--- src/rtl/clk_sched_pkg.sv ---
// ---------------------------------------------------------------------------
// clk_sched_pkg
//   Shared types and defaults for the clock-divider scheduler.
//   NUM_CH_DEF  default number of divide channels (legal range 2..8)
//   CNT_W_DEF   default width of the half-period counter and cfg_div
//   ch_state_t  per-channel run state
//   cfg_t       one configuration word as seen by a channel
//                 (div = half-period minus 1, en = run/stop)
// ---------------------------------------------------------------------------
package clk_sched_pkg;

  localparam int NUM_CH_DEF = 4;
  localparam int CNT_W_DEF  = 8;

  typedef enum logic [1:0] {
    CH_OFF  = 2'd0,
    CH_RUN  = 2'd1,
    CH_PEND = 2'd2
  } ch_state_t;

  // The div field is sized by the package default. A build that changes the
  // counter width changes CNT_W_DEF so that the struct and the datapath agree.
  typedef struct packed {
    logic [CNT_W_DEF-1:0] div;
    logic                 en;
  } cfg_t;

endpackage

--- src/rtl/clk_sched_ch.sv ---
// ---------------------------------------------------------------------------
// clk_sched_ch
//   One divide channel: half-period counter, output toggle, tick strobe,
//   shadow config register and run-state machine. A new config taken while
//   running is held in the shadow register and applied only on the falling
//   toggle, so a period is never truncated or stretched mid-way.
//
//   Ports
//     CLK_in        source clock
//     RST           asynchronous, active-high reset
//     acc_i         config word accepted for this channel this cycle
//     cfg_i         config word (div, en)
//     align_wait_i  enable-from-OFF must wait for the reference tick
//     align_tick_i  reference tick (channel 0) used to release a waiting start
//     clk_o         divided clock, 50% duty
//     tick_o        one-cycle strobe with each clk_o rising edge
//     wait_o        enabled from OFF, waiting for the reference tick
//     state_o       current run state
//
//   state   | meaning
//   --------+--------------------------------------------------------------
//   CH_OFF  | stopped, clk_o held 0 (may be waiting for an aligned start)
//   CH_RUN  | counting, no config outstanding
//   CH_PEND | counting, shadow config waits for the next falling toggle
// ---------------------------------------------------------------------------
module clk_sched_ch
  import clk_sched_pkg::*;
#(
  parameter int CNT_W = CNT_W_DEF
) (
  input  logic      CLK_in,
  input  logic      RST,
  input  logic      acc_i,
  input  cfg_t      cfg_i,
  input  logic      align_wait_i,
  input  logic      align_tick_i,
  output logic      clk_o,
  output logic      tick_o,
  output logic      wait_o,
  output ch_state_t state_o
);

  ch_state_t        state_q;
  logic [CNT_W-1:0] cnt_q;
  logic [CNT_W-1:0] div_q;
  cfg_t             shadow_q;
  logic             clk_q;
  logic             tick_q;
  logic             wait_q;

  logic             term;
  logic [CNT_W-1:0] cnt_d;
  logic [CNT_W-1:0] start_cnt_d;

  assign term  = (cnt_q == div_q);
  assign cnt_d = term ? '0 : cnt_q + CNT_W'(1);

  // An aligned start happens the cycle after the reference tick, so the
  // counter is preloaded with 1 to account for the tick cycle already spent.
  // With div=0 there is no room for that preload and counting starts at 0.
  assign start_cnt_d = (div_q == '0) ? '0 : CNT_W'(1);

  always_ff @(posedge CLK_in or posedge RST) begin
    if (RST) begin
      state_q  <= CH_OFF;
      cnt_q    <= '0;
      div_q    <= '0;
      shadow_q <= '0;
      clk_q    <= 1'b0;
      tick_q   <= 1'b0;
      wait_q   <= 1'b0;
    end else begin
      tick_q <= 1'b0;
      unique case (state_q)
        CH_OFF: begin
          if (acc_i) begin
            div_q <= cfg_i.div;
            if (cfg_i.en) begin
              if (align_wait_i) begin
                wait_q <= 1'b1;
              end else begin
                state_q <= CH_RUN;
                cnt_q   <= '0;
                clk_q   <= 1'b0;
              end
            end
          end else if (wait_q) begin
            if (align_tick_i) begin
              state_q <= CH_RUN;
              cnt_q   <= start_cnt_d;
              clk_q   <= 1'b0;
              wait_q  <= 1'b0;
            end else if (!align_wait_i) begin
              // Reference channel stopped while we waited: start right away.
              state_q <= CH_RUN;
              cnt_q   <= '0;
              clk_q   <= 1'b0;
              wait_q  <= 1'b0;
            end
          end
        end

        CH_RUN, CH_PEND: begin
          cnt_q <= cnt_d;
          if (term) begin
            clk_q  <= ~clk_q;
            tick_q <= ~clk_q;
            // Falling toggle closes a full period: the only apply point.
            if (clk_q && (state_q == CH_PEND)) begin
              div_q   <= shadow_q.div;
              state_q <= shadow_q.en ? CH_RUN : CH_OFF;
            end
          end
          // A pending channel never sees acc_i (its ready is low), so accept
          // and apply cannot collide.
          if (acc_i && (state_q == CH_RUN)) begin
            shadow_q <= cfg_i;
            state_q  <= CH_PEND;
          end
        end

        default: begin
          state_q <= CH_OFF;
          clk_q   <= 1'b0;
          cnt_q   <= '0;
        end
      endcase
    end
  end

  assign clk_o   = clk_q;
  assign tick_o  = tick_q;
  assign wait_o  = wait_q;
  assign state_o = state_q;

endmodule

--- src/rtl/clk_sched_ctrl.sv ---
// ---------------------------------------------------------------------------
// clk_sched_ctrl
//   Run-time controller for NUM_CH independent clock-divide channels.
//   Config words arrive over a valid/ready port; each accepted word is routed
//   to one channel, which applies it at its next period boundary.
//   Words addressed to a non-existent channel are accepted and dropped.
//
//   Build option
//     CLK_SCHED_PHASE_ALIGN_EN  when defined, a channel other than 0 enabled
//                               from OFF waits (pend=1) for the next tick of
//                               channel 0 and starts the cycle after it, so
//                               rising edges line up with channel 0. If
//                               channel 0 is OFF the start is immediate.
//
//   Ports
//     CLK_in       source clock
//     RST          asynchronous, active-high reset
//     cfg_valid_i  config request present
//     cfg_ready_o  config can be accepted (combinational on cfg_ch_i)
//     cfg_ch_i     target channel
//     cfg_div_i    half-period minus 1
//     cfg_en_i     1 = run channel, 0 = stop channel
//     clk_out_o    divided clocks, one per channel
//     tick_o       one-cycle strobes, coincident with clk_out_o rising
//     pend_o       channel holds an accepted, not-yet-applied config
// ---------------------------------------------------------------------------
module clk_sched_ctrl
  import clk_sched_pkg::*;
#(
  parameter  int NUM_CH = NUM_CH_DEF,
  parameter  int CNT_W  = CNT_W_DEF,
  localparam int CH_W   = $clog2(NUM_CH)
) (
  input  logic              CLK_in,
  input  logic              RST,
  input  logic              cfg_valid_i,
  output logic              cfg_ready_o,
  input  logic [CH_W-1:0]   cfg_ch_i,
  input  logic [CNT_W-1:0]  cfg_div_i,
  input  logic              cfg_en_i,
  output logic [NUM_CH-1:0] clk_out_o,
  output logic [NUM_CH-1:0] tick_o,
  output logic [NUM_CH-1:0] pend_o
);

  cfg_t              cfg_in;
  ch_state_t         ch_state [NUM_CH];
  logic [NUM_CH-1:0] ch_wait;
  logic [NUM_CH-1:0] sel;
  logic [NUM_CH-1:0] acc;
  logic [NUM_CH-1:0] align_wait;
  logic [NUM_CH-1:0] align_tick;

  assign cfg_in.div = cfg_div_i;
  assign cfg_in.en  = cfg_en_i;

  // One-hot address decode. An out-of-range channel selects nothing, which
  // makes it always ready and drops the word.
  always_comb begin
    sel = '0;
    for (int i = 0; i < NUM_CH; i++) begin
      if (cfg_ch_i == CH_W'(i)) begin
        sel[i] = 1'b1;
      end
    end
  end

  assign cfg_ready_o = ~|(sel & pend_o);
  assign acc         = sel & {NUM_CH{cfg_valid_i & cfg_ready_o}};

`ifdef CLK_SCHED_PHASE_ALIGN_EN
  // Channel 0 is the phase reference and always starts immediately.
  always_comb begin
    align_wait = '0;
    align_tick = '0;
    for (int i = 1; i < NUM_CH; i++) begin
      align_wait[i] = (ch_state[0] != CH_OFF);
      align_tick[i] = tick_o[0];
    end
  end
`else
  assign align_wait = '0;
  assign align_tick = '0;
`endif

  for (genvar i = 0; i < NUM_CH; i++) begin : g_ch
    clk_sched_ch #(
      .CNT_W (CNT_W)
    ) u_ch (
      .CLK_in       (CLK_in),
      .RST          (RST),
      .acc_i        (acc[i]),
      .cfg_i        (cfg_in),
      .align_wait_i (align_wait[i]),
      .align_tick_i (align_tick[i]),
      .clk_o        (clk_out_o[i]),
      .tick_o       (tick_o[i]),
      .wait_o       (ch_wait[i]),
      .state_o      (ch_state[i])
    );

    // A waiting aligned start also counts as pending so the port stalls it.
    assign pend_o[i] = (ch_state[i] == CH_PEND) || ch_wait[i];
  end

endmodule

--- config.mk ---
export PLATFORM = sky130hd
export DESIGN_NAME = clk_sched_ctrl
export DESIGN_NICKNAME = d
export VERILOG_FILES = /design/src/rtl/clk_sched_pkg.sv /design/src/rtl/clk_sched_ch.sv /design/src/rtl/clk_sched_ctrl.sv
export SDC_FILE = /design/constraint.sdc
export NUM_CORES = 1
export LEC_CHECK = 0
export ABC_AREA = 1
export CAP_MARGIN = 25
export CORE_MARGIN = 2
export CORE_UTILIZATION = 50
export DETAILED_ROUTE_END_ITERATION = 8
export PLACE_DENSITY = 0.7
export SKIP_LAST_GASP = 1
export SYNTH_ARGS = -nofsm -noshare
export SYNTH_HDL_FRONTEND = slang
export SYNTH_SLANG_ARGS = --single-unit
--- constraint.sdc ---
create_clock -name CLK_in -period 4 [get_ports CLK_in]
set_clock_uncertainty 0.2 [all_clocks]
set_input_delay 0.8 -clock CLK_in [delete_from_list [all_inputs] [get_ports CLK_in]]
set_output_delay 0.8 -clock CLK_in [all_outputs]
set_load 0.05 [all_outputs]
### After elaboration in Yosys (flattened, before gate mapping)

Cells that the tools add are included.

| storage, ports and cells | value |
|---|---|
| input bits | 14 |
| bits in registers | 116 |
| word-level logic and storage cells | 200 |

| operators by class | value |
|---|---|
| mux-type cells | 79 |
| bitwise gates (word level) | 7 |
| reduce and logical (&&, ||, !) cells | 43 |
| eq/ne operators | 39 |
| add/sub/neg operators | 4 |

Operator list:

| kind | count |
|---|---|
| 8-bit 2-to-1 mux | 21 |
| 8-bit case mux with 2 select lines | 8 |
| 2-bit 2-to-1 mux | 17 |
| 8-bit by 1-bit adder with 8-bit output, second input constant | 4 |
| 8-bit == test | 4 |
| 4-bit AND reduction | 8 |
| 1-bit 2-to-1 mux | 25 |
| 3-bit by 1-bit != test with 1-bit output, second input constant | 8 |
| 2-bit by 1-bit != test with 1-bit output, second input constant | 8 |
| 2-bit case mux with 2 select lines | 4 |
| 2-bit AND reduction | 8 |
| 2-bit == test, second input constant | 6 |
| 3-bit != test, second input constant | 4 |
| 3-bit AND reduction | 4 |
| 2-bit by 1-bit == test with 1-bit output, second input constant | 5 |
| 2-bit logical NOT | 5 |
| 4-bit bitwise AND | 2 |
| 1-bit logical AND | 8 |
| 2-bit != test, second input constant | 4 |
| 1-bit case mux with 2 select lines | 4 |
| 2-bit nonzero test | 4 |
| 2-bit OR reduction | 4 |
| 1-bit NOT | 4 |
| 4-bit OR reduction | 1 |
| other kinds (2) | 2 |

### Longest topological paths before layout

| depth | value |
|---|---|
| depth after elaboration | 10 |
| depth in mapped cells | 12 |

### By module

Synthesis repeated with hierarchy kept, for this count alone.

| unflattened totals | value |
|---|---|
| cells, all modules | 1,009 |
| area total of the unflattened synthesis | 7,551.0 µm² |

Modules (own cells, without submodules):

| module | cells each | times used | area each (µm²) |
|---|---|---|---|
| clk_sched_ch at g_ch[2].u_ch ... | 242 | 2 | 1,854.3 |
| clk_sched_ch at g_ch[0].u_ch ... | 243 | 2 | 1,843.0 |
| clk_sched_ctrl | 39 | 1 | 156.4 |

### Least setup slack after synthesis

Ideal clock, no wire load.

| timing path | value |
|---|---|
| kind | reg2reg |
| start | register g_ch[2].u_ch.state_q[0] |
| end | register g_ch[0].u_ch.shadow_q[1] in the netlist's numbering |
| setup time | 130 ps |
| period minus slack after synthesis | 2,584 ps |
| arrival time | 2,254 ps |
| cell stages (with the launch flop) | 10 |
| slack | 1,416 ps |
| cell sequence | dfrtp_1 -> inv_1 -> ha_1 -> nand3_1 -> nand2_2 -> nor2_4 -> nand4_1 -> nor2_2 -> buf_2 -> a21oi_1 |

| on the way | value |
|---|---|
| longest elaborated chain between the ends | 8 |

RTL lines:

| item | line | source |
|---|---|---|
| start: declaration | clk_sched_ch.sv:43 | `ch_state_t state_q;` |
| start signal: assignment | clk_sched_ch.sv:111 | `state_q <= shadow_q.en ? CH_RUN : CH_OFF;` |
| 2-bit == test | clk_sched_ctrl.sv:103 | `assign pend_o[i] = (ch_state[i] == CH_PEND) \|\| ch_wait[i];` |
| net pend_o[2] | clk_sched_ctrl.sv:43 | `output logic [NUM_CH-1:0] pend_o` |
| 4-bit bitwise AND | clk_sched_ctrl.sv:68 | `assign cfg_ready_o = ~\|(sel & pend_o);` |
| 4-bit OR reduction | clk_sched_ctrl.sv:68 |  |
| 1-bit logical NOT | clk_sched_ctrl.sv:68 |  |
| net cfg_ready_o | clk_sched_ctrl.sv:37 | `output logic cfg_ready_o,` |
| 1-bit bitwise AND | clk_sched_ctrl.sv:69 | `assign acc = sel & {NUM_CH{cfg_valid_i & cfg_ready_o}};` |
| 4-bit bitwise AND | clk_sched_ctrl.sv:69 |  |
| 1-bit logical AND | clk_sched_ch.sv:116 | `if (acc_i && (state_q == CH_RUN)) begin` |
| 2-bit AND reduction (no source line) | - |  |
| end signal: assignment | clk_sched_ch.sv:117 | `shadow_q <= cfg_i;` |
| end: declaration | clk_sched_ch.sv:46 | `cfg_t shadow_q;` |

The timed path passes the listed nets, and every way through them passes these cells.
A chain may end at the register's enable or synchronous reset.

### Worst setup path after layout

| timing path | value |
|---|---|
| start | input port cfg_ch_i[1] |
| end | output port cfg_ready_o |

| on the way | value |
|---|---|
| longest elaborated chain between the ends | 5 |
| elaborated cells between the ends (all ways) | 11 |

RTL lines:

| item | line | source |
|---|---|---|
| start: declaration | clk_sched_ctrl.sv:38 | `input logic [CH_W-1:0] cfg_ch_i,` |
| 2-bit by 1-bit == test with 1-bit output (tied with other cells) | clk_sched_ctrl.sv:62 | `if (cfg_ch_i == CH_W'(i)) begin` |
| 1-bit 2-to-1 mux | clk_sched_ctrl.sv:62 |  |
| 4-bit bitwise AND (*) | clk_sched_ctrl.sv:68 |  |
| 4-bit OR reduction (*) | clk_sched_ctrl.sv:68 |  |
| 1-bit logical NOT (*) | clk_sched_ctrl.sv:68 |  |
| end: declaration | clk_sched_ctrl.sv:37 |  |

Mark *: on every way between the ends. The rest lies on a longest branch, timed or not.

==> results.toml <==
[worst_setup_path]
start_kind = "primary input"
crit_path_end_kind = "output port"
r2r_cells = 10
crit_type = "in2out"
crit_required_ns = 3.00
critPathArrivalTime_ns = 2.15
cp_max_fo = 6

[logic_synthesis]
synth_top_area_share_pct = 45.02
synth_largest_area_cell = "dfrtp_1"
synth_fp_nets = 819
yosys_warnings = 0
synth.area.top_cells = "dfrtp_1 45%, nand2_1 14%, nand3_1 4.3%, ha_1 3.9%, xnor2_1 3.8%"
synth_cell_types = 31
seq_area_frac_synth_pct = 45.02
syn_inst = 785
synth_area_um2 = 6447
ys_seq_elements = 116
avgSynthCellArea_um2 = 8.213

[placement]
port_buffers = 26
gp_congestion = 0.8469
dp_hpwl_um = 9406
dpl_worst_slack_ns = 0.5366

[die]
fp.dieW_um = 117.6
rows = 41
fp.dieH_um = 117.6
io_pins = 27
coreArea_um2 = 12620
initial_utilization_pct = 51.09
dieArea_um2 = 13820

[clocking]
clockBufferDepth = 2
clock_sinks = 116
cts_hold_buf = 0
cts_resized = 0
path_clk_slew_ns = 0.05
clock-root-buffer = "clkbuf_16"
insertion_delay_ns = 0.42
cts_max_level = 4
cts_buffers = 17
cts_setup_buffers = 0
cts_tree = "yes"

[final_layout]
final_layout_size_suffix_gt1_share_pct = 10.07
nets = 836
nFillCells = 1119
seqCellArea_um2 = 2903
num_antenna_cells = 0
multiInputGateArea_um2 = 3118
syn_to_final_growth_pct = 14.71

[drt]
ant_nets = 0
avgViaCountPerCell = 5.282
num_vias = 5208
wl_um = 14010
drc_errors = 0
drt_iter0_drc = 528
wire_per_inst_um = 14.21
dr.pass1.iters = 5

[timing]
hold_viol_final = 0
finalSetupViolCount = 0
max_slew_margin_pct = 40.72
report.final.slew_viol_count = 0
fin_tns_setup_ns = 0
rsz0062_at_grt = "no"
timing.final.crit_share_pct = 78.84
setup_slack_ns = 0.8464
period_needed_ns = 3.154
fmax_mhz = 317.1
worst_pin_slew_ns = 0.8893

[run]
maxCapViolCount = 0

[global_route]
grt_max_degree = 80
antenna_found_initial = 0
grt_pass1_wl_um = 24260
grt_pass1_vias = 5065
grt_overflow_total = 0
grt_usage_pct = 21.63

[power]
pwr_density_cell_nw_per_um2 = 794.2
vdd_ir_drop_max_mv = 0.4548
p_leak_nw = 3.563

[min_path]
hold_path.class = "reg2reg"
holdPathStages = 2

[status]
status = "finished, final reports clean"
-- cells in the mapped netlist, drive strengths merged --
master and instances:
a21oi 37, buf 18, clkbuf 14, dfrtp 116, ha 20, inv 59
nand2 241, nand3 57, nand3b 1, nand4 18, nor2 48, nor3 1
nor3b 1, o21a 11, o21ai 92, or2 6, xnor2 28, xor2 17
-- final cells by class --
cell class | instances | area share, %
clock buffer | 22 | 6.547
clock inverter | 9 | 2.030
inverter | 59 | 3.045
multi-input combinational | 578 | 42.16
sequential | 116 | 39.25
tap | 172 | 2.910
timing repair buffer | 30 | 4.060
-- final timing paths --
path	from	end	slack (ns)
hold / removal	g_ch[2].u_ch.shadow_q[8]	g_ch[2].u_ch.shadow_q[8]	0.28
min in group asynchronous	RST	g_ch[1].u_ch.shadow_q[4]	0.55
max in group asynchronous	RST	g_ch[3].u_ch.cnt_q[7]	2.30
setup reg to reg	g_ch[2].u_ch.state_o[0]	g_ch[2].u_ch.cnt_q[5]	1.18
hold reg to reg	g_ch[2].u_ch.shadow_q[8]	g_ch[2].u_ch.shadow_q[8]	0.28
setup / recovery	cfg_ch_i[1]	cfg_ready_o	0.85
-- state kept, by name, indices dropped and copies added (netlist names) --
register,flops
g_ch.u_ch.div_q,32
g_ch.u_ch.clk_o,4
g_ch.u_ch.shadow_q,36
g_ch.u_ch.tick_o,4
g_ch.u_ch.state_o,8
g_ch.u_ch.cnt_q,32
-- worst max-delay path, stage by stage --
cell and delay (ns):
clkdlybuf4s50_1 0.51, nor2_1 0.32, nand2_1 0.12, nand2_2 0.13, nor2_4 0.07, buf_4 0.19
-- placed cells by master, fill, tap and decap left out, drive strengths merged --
cell type / instances
nand2: 241
dfrtp: 116
o21ai: 92
inv: 58
nand3: 57
nor2: 48
a21oi: 37
xnor2: 28
clkdlybuf4s50: 25
clkbuf: 22
ha: 20
nand4: 18
xor2: 17
o21a: 11
or2: 6
buf: 5
bufinv: 4
clkinvlp: 3
clkinv: 3
nor3: 1
nor3b: 1
nand3b: 1
-- kinds of logic (layout without fill, tap and decap cells) --
group,Yosys count,after routing,share of synthesized area [%]
AOI/OAI and AO/OA,140,140,12.63
buffers and inverters,91,120,6.618
adders and majority gates,20,20,3.881
DFF,116,116,45.02
xor gates and xnor gates,45,45,6.113
and+or+nand+nor,373,373,25.73
-- per-stage QoR --
stage	std cells	instance area (um^2)	total power [mW]	util (%)	hold WS [ns]
global placement	955	6761	4.144	53.58	0.2639
floorplan	785	6451	3.814	-	0.2548
detailed placement	955	6761	4.245	53.58	0.2676
finish	986	7396	5.874	58.61	0.2796
CTS	986	7396	5.893	58.61	0.2805
global route	986	7396	6.349	58.61	0.3025
-- power by group --
part | switching (mW) | internal, mW
sequential | 0.310 | 1.59
clock | 0.527 | 1.10
combinational | 1.53 | 0.822
-- routing by layer --
layer,vias to the layer above,global-route usage [%],wire length [um]
met4,0,7.455,254
li1,2580,-,-
met5,-,0,0
met1,2484,27.25,6364
met2,119,35.93,6774
met3,25,5.959,617
(Power assumes the default switching activity.)
